**src/rtl/func_render.sv**
```systemverilog
// Pixel-colour stage for the maths-demo function blocks: aligns display timing with
// the function result, overlays axes and grid, and measures the per-frame r-pixel area.
module func_render #(
    parameter int CORDW = 8,
    parameter int LAT   = 4,
    parameter int GRIDW = 4
) (
    input  logic                    clk,
    input  logic                    rst,
    input  logic signed [CORDW-1:0] x,
    input  logic signed [CORDW-1:0] y,
    input  logic                    de,
    input  logic                    hsync,
    input  logic                    vsync,
    input  logic                    frame,
    input  logic                    r,
    output logic [3:0]              paint_r,
    output logic [3:0]              paint_g,
    output logic [3:0]              paint_b,
    output logic                    de_o,
    output logic                    hsync_o,
    output logic                    vsync_o,
    output logic [2*CORDW:0]        area,
    output logic                    area_valid
);
    localparam int AW = 2*CORDW + 1;
    localparam logic [AW-1:0] ACC_MAX = '1;

    typedef struct packed {
        logic axis;
        logic grid;
        logic de;
        logic hsync;
        logic vsync;
        logic frame;
    } stage_t;

    stage_t            stage0;
    stage_t [LAT-1:0]  pipe_q, pipe_d;
    stage_t            al;
    logic              hit;

    logic [11:0]       rgb_q, rgb_d;
    logic              de_q, de_d, hs_q, hs_d, vs_q, vs_d;
    logic [AW-1:0]     acc_q, acc_d, area_q, area_d;
    logic              area_valid_q, area_valid_d;

    always_comb begin
        stage0.axis  = (x == '0) || (y == '0);
        stage0.grid  = (x[GRIDW-1:0] == '0) || (y[GRIDW-1:0] == '0);
        stage0.de    = de;
        stage0.hsync = hsync;
        stage0.vsync = vsync;
        stage0.frame = frame;
    end

    always_comb begin
        pipe_d[0] = stage0;
        for (int i = 1; i < LAT; i++) begin
            pipe_d[i] = pipe_q[i-1];
        end
    end

    // The last delay stage lines up with the function result on r.
    assign al  = pipe_q[LAT-1];
    assign hit = al.de & r;

    always_comb begin
        rgb_d = 12'h000;
        if (!al.de)        rgb_d = 12'h000;
        else if (al.axis)  rgb_d = 12'hCCC;
        else if (r)        rgb_d = 12'hF80;
        else if (al.grid)  rgb_d = 12'h333;
        de_d = al.de;
        hs_d = al.hsync;
        vs_d = al.vsync;
    end

    // A frame pulse reports the total before this cycle's pixel, which starts the new count.
    always_comb begin
        area_d       = area_q;
        area_valid_d = 1'b0;
        acc_d        = acc_q;
        if (al.frame) begin
            area_d       = acc_q;
            area_valid_d = 1'b1;
            acc_d        = hit ? AW'(1) : '0;
        end else if (hit && acc_q != ACC_MAX) begin
            acc_d = acc_q + AW'(1);
        end
    end

    always_ff @(posedge clk or posedge rst) begin
        if (rst) begin
            pipe_q       <= '0;
            rgb_q        <= '0;
            de_q         <= 1'b0;
            hs_q         <= 1'b0;
            vs_q         <= 1'b0;
            acc_q        <= '0;
            area_q       <= '0;
            area_valid_q <= 1'b0;
        end else begin
            pipe_q       <= pipe_d;
            rgb_q        <= rgb_d;
            de_q         <= de_d;
            hs_q         <= hs_d;
            vs_q         <= vs_d;
            acc_q        <= acc_d;
            area_q       <= area_d;
            area_valid_q <= area_valid_d;
        end
    end

    assign paint_r    = rgb_q[11:8];
    assign paint_g    = rgb_q[7:4];
    assign paint_b    = rgb_q[3:0];
    assign de_o       = de_q;
    assign hsync_o    = hs_q;
    assign vsync_o    = vs_q;
    assign area       = area_q;
    assign area_valid = area_valid_q;
endmodule

```
**config.mk**
```make
export PLATFORM = sky130hd
export DESIGN_NAME = func_render
export DESIGN_NICKNAME = d
export VERILOG_FILES = /design/src/rtl/func_render.sv
export SDC_FILE = /design/constraint.sdc
export NUM_CORES = 1
export LEC_CHECK = 0
export ABC_AREA = 1
export BUFFER_PORTS_ARGS = -buffer_cell sky130_fd_sc_hd__buf_4
export CAP_MARGIN = 20
export CORE_AREA = 2 2 53 105
export DETAILED_ROUTE_END_ITERATION = 10
export DIE_AREA = 0 0 55 107
export GPL_TIMING_DRIVEN = 0
export PLACE_DENSITY = 0.78
export SETUP_SLACK_MARGIN = 0.1
export SYNTH_ARGS = -nofsm -noshare
export SYNTH_HDL_FRONTEND = slang
export SYNTH_SLANG_ARGS = --single-unit
```
**constraint.sdc**
```tcl
create_clock -name clk -period 2.2 [get_ports clk]
set_input_delay 0 -clock clk [delete_from_list [all_inputs] [get_ports clk]]
set_output_delay 0 -clock clk [all_outputs]
set_load 0.03 [all_outputs]
```
# Word level (Yosys, flattened, before mapping)
# Index checks and enable logic that the tools add are counted.
[op_classes] n_eq_ne=1 n_reduce_logical=8 mux=8 addsub=1 bitwise_logic=1
[ops] cell="$mux W12" count=3
[ops] cell="$mux W17" count=2
[ops] cell="$add A17 B1 Y17 const B" count=1
[ops] cell="$ne A17 B17 Y1 const B" count=1
[ops] cell="$logic_not A8 Y1" count=2
[ops] cell="$mux W10" count=1
[ops] cell="$logic_not A4 Y1" count=2
[ops] cell="$logic_or A1 B1 Y1" count=2
[ops] cell="$mux W1" count=2
[ops] cell="$reduce_bool A2 Y1" count=1
[ops] cell="$and A1 B1 Y1" count=1
[ops] cell="$logic_and A1 B1 Y1" count=1
[word_totals] inputBits=23 elab_cells=50 reg_bits=74 output_inout_bits=33

# Depth between registers and ports, before layout
[logic_depth] ltp_word=4 ltp_mapped=13 ltp_nobuf=13

# Least setup slack after synthesis
# Ideal clock, no wire load.
[synth_path] path_type="reg-to-reg" start="register acc_q[0]" end="register acc_q[13]" n_path_buf=0 setup_ns=0.117 t_required_ns=2.083 arrival_time_ns=1.734 synth_period_minus_slack_ns=1.851 path_slack_ns=0.349 stages_incl_launch_ff=13 cell_sequence="dfrtp_1 ha_1 nand2_1 inv_1 nand3_4 nor3_1 ha_1 inv_1 nand3_2 nor2_2 nand4_1 nor2_1 nor2_1"
[synth_via] elab_chain_cells=3 elab_cells_between_ends=6 classes_between="1 x add/sub; 1 x eq/ne; 2 x mux; 2 x reduce/logical"
[synth_rtl] item="from (decl)" line="45" source="logic [AW-1:0] acc_q, acc_d, area_q, area_d;"
[synth_rtl] item="from (signal assigned)" line="100" source="acc_q <= '0;"
[synth_rtl] item="from (signal assigned)" line="109" source="acc_q <= acc_d;"
[synth_rtl] item="$add A17 B1 Y17 / $ne A17 B17 Y1 (equally long branches)" line="89, 88"
[synth_rtl] item="$mux W17 / $logic_and A1 B1 Y1 (equally long branches)" line="88" source="end else if (hit && acc_q != ACC_MAX) begin"
[synth_rtl] item="$mux W17 / $reduce_bool A2 Y1 (equally long branches)"
# Several ways; a longest one is shown, not always the timed one. The select of a mux whose other input is x is not followed.
# A chain may end at the register's enable or synchronous reset.

# Worst setup path after layout
[layout_path] start="register acc_q[0]" end="register acc_q[5]"
# The elaborated chain is that of the path after synthesis.

==> impl_metrics.toml <==
[synthesis]
synth-simple-area-share_pct = 22.5
synth.area.top_cells = "dfrtp_1, nand2_1, nor2_1, inv_1, o21ai_0"
synth-xor-area-share_pct = 0
yosysTopAreaCell = "dfrtp_1"
synth_top_family_by_area = "simple AND/OR/NAND/NOR gates"
ys_types = 30
ys_seq_elements = 66
ys_warn_count = 0
synthAdderAreaFrac_pct = 0.955
netlist_area_um2 = 2620
syn_inst = 265
yosys-mux-area-fraction_pct = 0
syn_avg_cell_area_um2 = 9.89
yosysSeqAreaShare_pct = 63.0
synth-compound-area-share_pct = 6.11
synth_top_area_share_pct = 63.0
syn-num-nets = 290

[global_routing]
grt_start_max_net_pins = 44
grt_pass1_vias = 2131
antenna_found_initial = 0
track_usage_pct = 24.3
grt_pass1_wl_um = 9910
grt_overflow = 0

[floorplanning]
rows = 37
start_util_pct = 51.5
ios = 56
die_h_um = 107
fp.coreArea_um2 = 5090
die_area_um2 = 5890
die_w_um = 55

[cts]
clkTransAtPathRegs_ns = 0.07
clock_path_buffers = 2
numCtsBuffers = 9
cts.sinks = 66
clk_latency_ns = 0.35
cts.htree.levels = 3
cts_tree = "built"
root_buffer = "clkbuf_8"

[finish]
multiInputGateArea_um2 = 812
syn2layout_area_growth_pct = 37.9
n_fill_cell = 372
drive_above_1_share_pct = 30.4
num-nets-final = 379
regArea_um2 = 1650
antenna_cells = 0

[timing]
max_slew_margin_pct = 66.0
hold_ws_ns = 0.242
fmax_mhz = 507
setup_viol = 0
worst_slew_pin_slew_ns = 0.509
period_minus_slack_ns = 1.97
finalClockSkew_ns = 0.0131
finalCritPeriodShare_pct = 89.6
drv_slew = 0
hold_viol = 0
rsz0062_at_grt = "no"

[pwr]
ir_drop_mv = 0.745
clkPwrFrac_pct = 43.6
combPwrFrac_pct = 7.9
p_leak_uw = 0.00179
swShare_pct = 23.0
finalPower_uw = 2610
p_switching_uw = 600
internal-power_uw = 2010
power.density_nw_per_um2 = 722
seqPwrFrac_pct = 48.4

[placement]
dp_hpwl_um = 3950
io_buffers = 55
place_congestion = 0.893

[routing]
routed-via-count = 2093
drtIter0Drc = 79
wl_per_cell_um = 14.5
postRouteAntennaNets = 0
vias_per_cell = 5.02
drtPass1Iterations = 4
drcViolationCount = 0
drt-total-wl_um = 6060

[job]
max_cap_viol_count = 0

[worst_setup_path]
crit_slowest_cell = "dfrtp_1"
cp.required_ns = 2.49
cp_data_arrival_time_ns = 2.26
startpoint_type = "flop"
cp_cell_sequence = "ha_2 > nand2_2 > inv_2 > nand3_4 > nor3_4 > ha_2 > buf_12 > nor2_8 > nand3_4 > buf_4 > a21oi_1 > o21a_1"
worstSetupPathType = "reg2reg"
crit_fanout = 6
slowest_delay_ns = 0.41
cp-end-kind = "flop"

[run_status]
outcome = "finished, final reports clean"

[min_path]
worst_hold_path_type = "in2async"
synthesized netlist by cell type:
library cell	n
dfrtp_1	66
nand2_1	64
nor2_1	30
inv_1	25
o21ai_0	16
nand3_1	11
buf_4	8
nand4_1	5
nor3_1	5
a21oi_1	4
buf_2	4
o21ai_1	3
ha_1	2
inv_2	2
nand2_2	2
nand3_4	2
nor2_2	2
nor2_4	2
a211oi_1	1
a221oi_1	1
and3_1	1
clkbuf_1	1
clkinv_4	1
nand3_2	1
nor2_8	1
nor3b_1	1
o211ai_1	1
o21a_1	1
o22ai_1	1
o31ai_1	1
worst max-delay path, delay by kind of cell, from the launching register on:
| kind | cells | cell delay, ns |
|---|---|---|
| compound gates | 2 | 0.24 |
| fa+ha+maj | 2 | 0.40 |
| buf+inv | 3 | 0.36 |
| flops | 1 | 0.41 |
| simple gates | 5 | 0.49 |
worst paths after layout:
path | slack, ns | cells after the start | endpoint | startpoint
min in group clk | 0.30 | 2 | pipe_d[7] | vsync
max | 0.23 | 12 | acc_q[5] | acc_q[0]
min reg2reg | 0.35 | 0 | hsync_o | hs_d
max in group asynchronous | 1.36 | 4 | area[6] | rst
min | 0.24 | 3 | pipe_d[20] | rst
max reg2reg | 0.23 | 12 | acc_q[5] | acc_q[0]
cell type report:
class | instances | area share (%)
clock buffer | 10 | 3.81
multi-input combinational | 158 | 22.5
timing repair buffer | 78 | 18.1
tap | 58 | 2.01
clock inverter | 6 | 2.49
inverter | 28 | 3.05
buffer | 13 | 2.32
sequential | 66 | 45.7
per-layer routing:
| layer | routed length (µm) | global-route usage, % | up-vias |
|---|---|---|---|
| met4 | 205 | 13.1 | 0 |
| met3 | 264 | 5.57 | 17 |
| met1 | 2050 | 25.5 | 996 |
| met5 | 0 | 0 | - |
| met2 | 3540 | 41.9 | 65 |
| li1 | - | - | 1015 |
logic make-up after synthesis:
logic type,count (synthesis)
fa+ha+maj,2
flops,66
buf+inv,41
simple gates,127
compound gates,29
state kept, by name (all words and copies together) (netlist names):
register,count
vs_d,1
vsync_o,1
area,17
rgb_q,4
pipe_d,18
hs_d,1
de_d,1
al,3
acc_q,17
de_o,1
hsync_o,1
area_valid,1
stage by stage:
stage | utilization, % | instance area [µm²] | setup slack, ns | cells | TNS [ns]
4_1_cts | 69.6 | 3540 | 0.0998 | 413 | 0
6_report | 71.0 | 3610 | 0.229 | 417 | 0
3_3_place_gp | 61.0 | 3110 | -0.0960 | 378 | -6.10
5_1_grt | 71.0 | 3610 | 0.122 | 417 | 0
2_1_floorplan | - | 2620 | 0.349 | 265 | 0
3_5_place_dp | 61.4 | 3130 | -0.0713 | 379 | -0.159
power by group through the flow:
stage / Clock (µW) / Sequential (µW) / Combinational (µW)
CTS: 1150 / 1260 / 199
global placement: 0 / 1280 / 166
detailed placement: 0 / 1280 / 176
global route: 1200 / 1270 / 227
finish: 1140 / 1260 / 207
floorplan: 0 / 1300 / 75.1
what timing repair did:
item,CTS,global route
pin swaps,1,4
resized for setup,3,7
hold buffers,18,0
endpoints found under the hold margin,32,0
endpoints found under the setup margin,12,13
buffers inserted,0,4
cells in the final DEF (no fill, tap or decap), types with 3 or more instances in the layout:
cell type       n
o21ai_1         3
dlygate4sd3_1  18
buf_2           4
inv_2           4
clkinv_4        3
o21ai_0        16
nand2_1        62
nand2_2         4
nor2_4          3
nor3_1          4
nand3_1        11
inv_1          23
nand3_4         3
a21oi_1         4
clkbuf_8       10
nand4_1         5
buf_4          66
dfrtp_1        66
nor2_1         29
No activity file was read; power rests on OpenSTA's default activity.
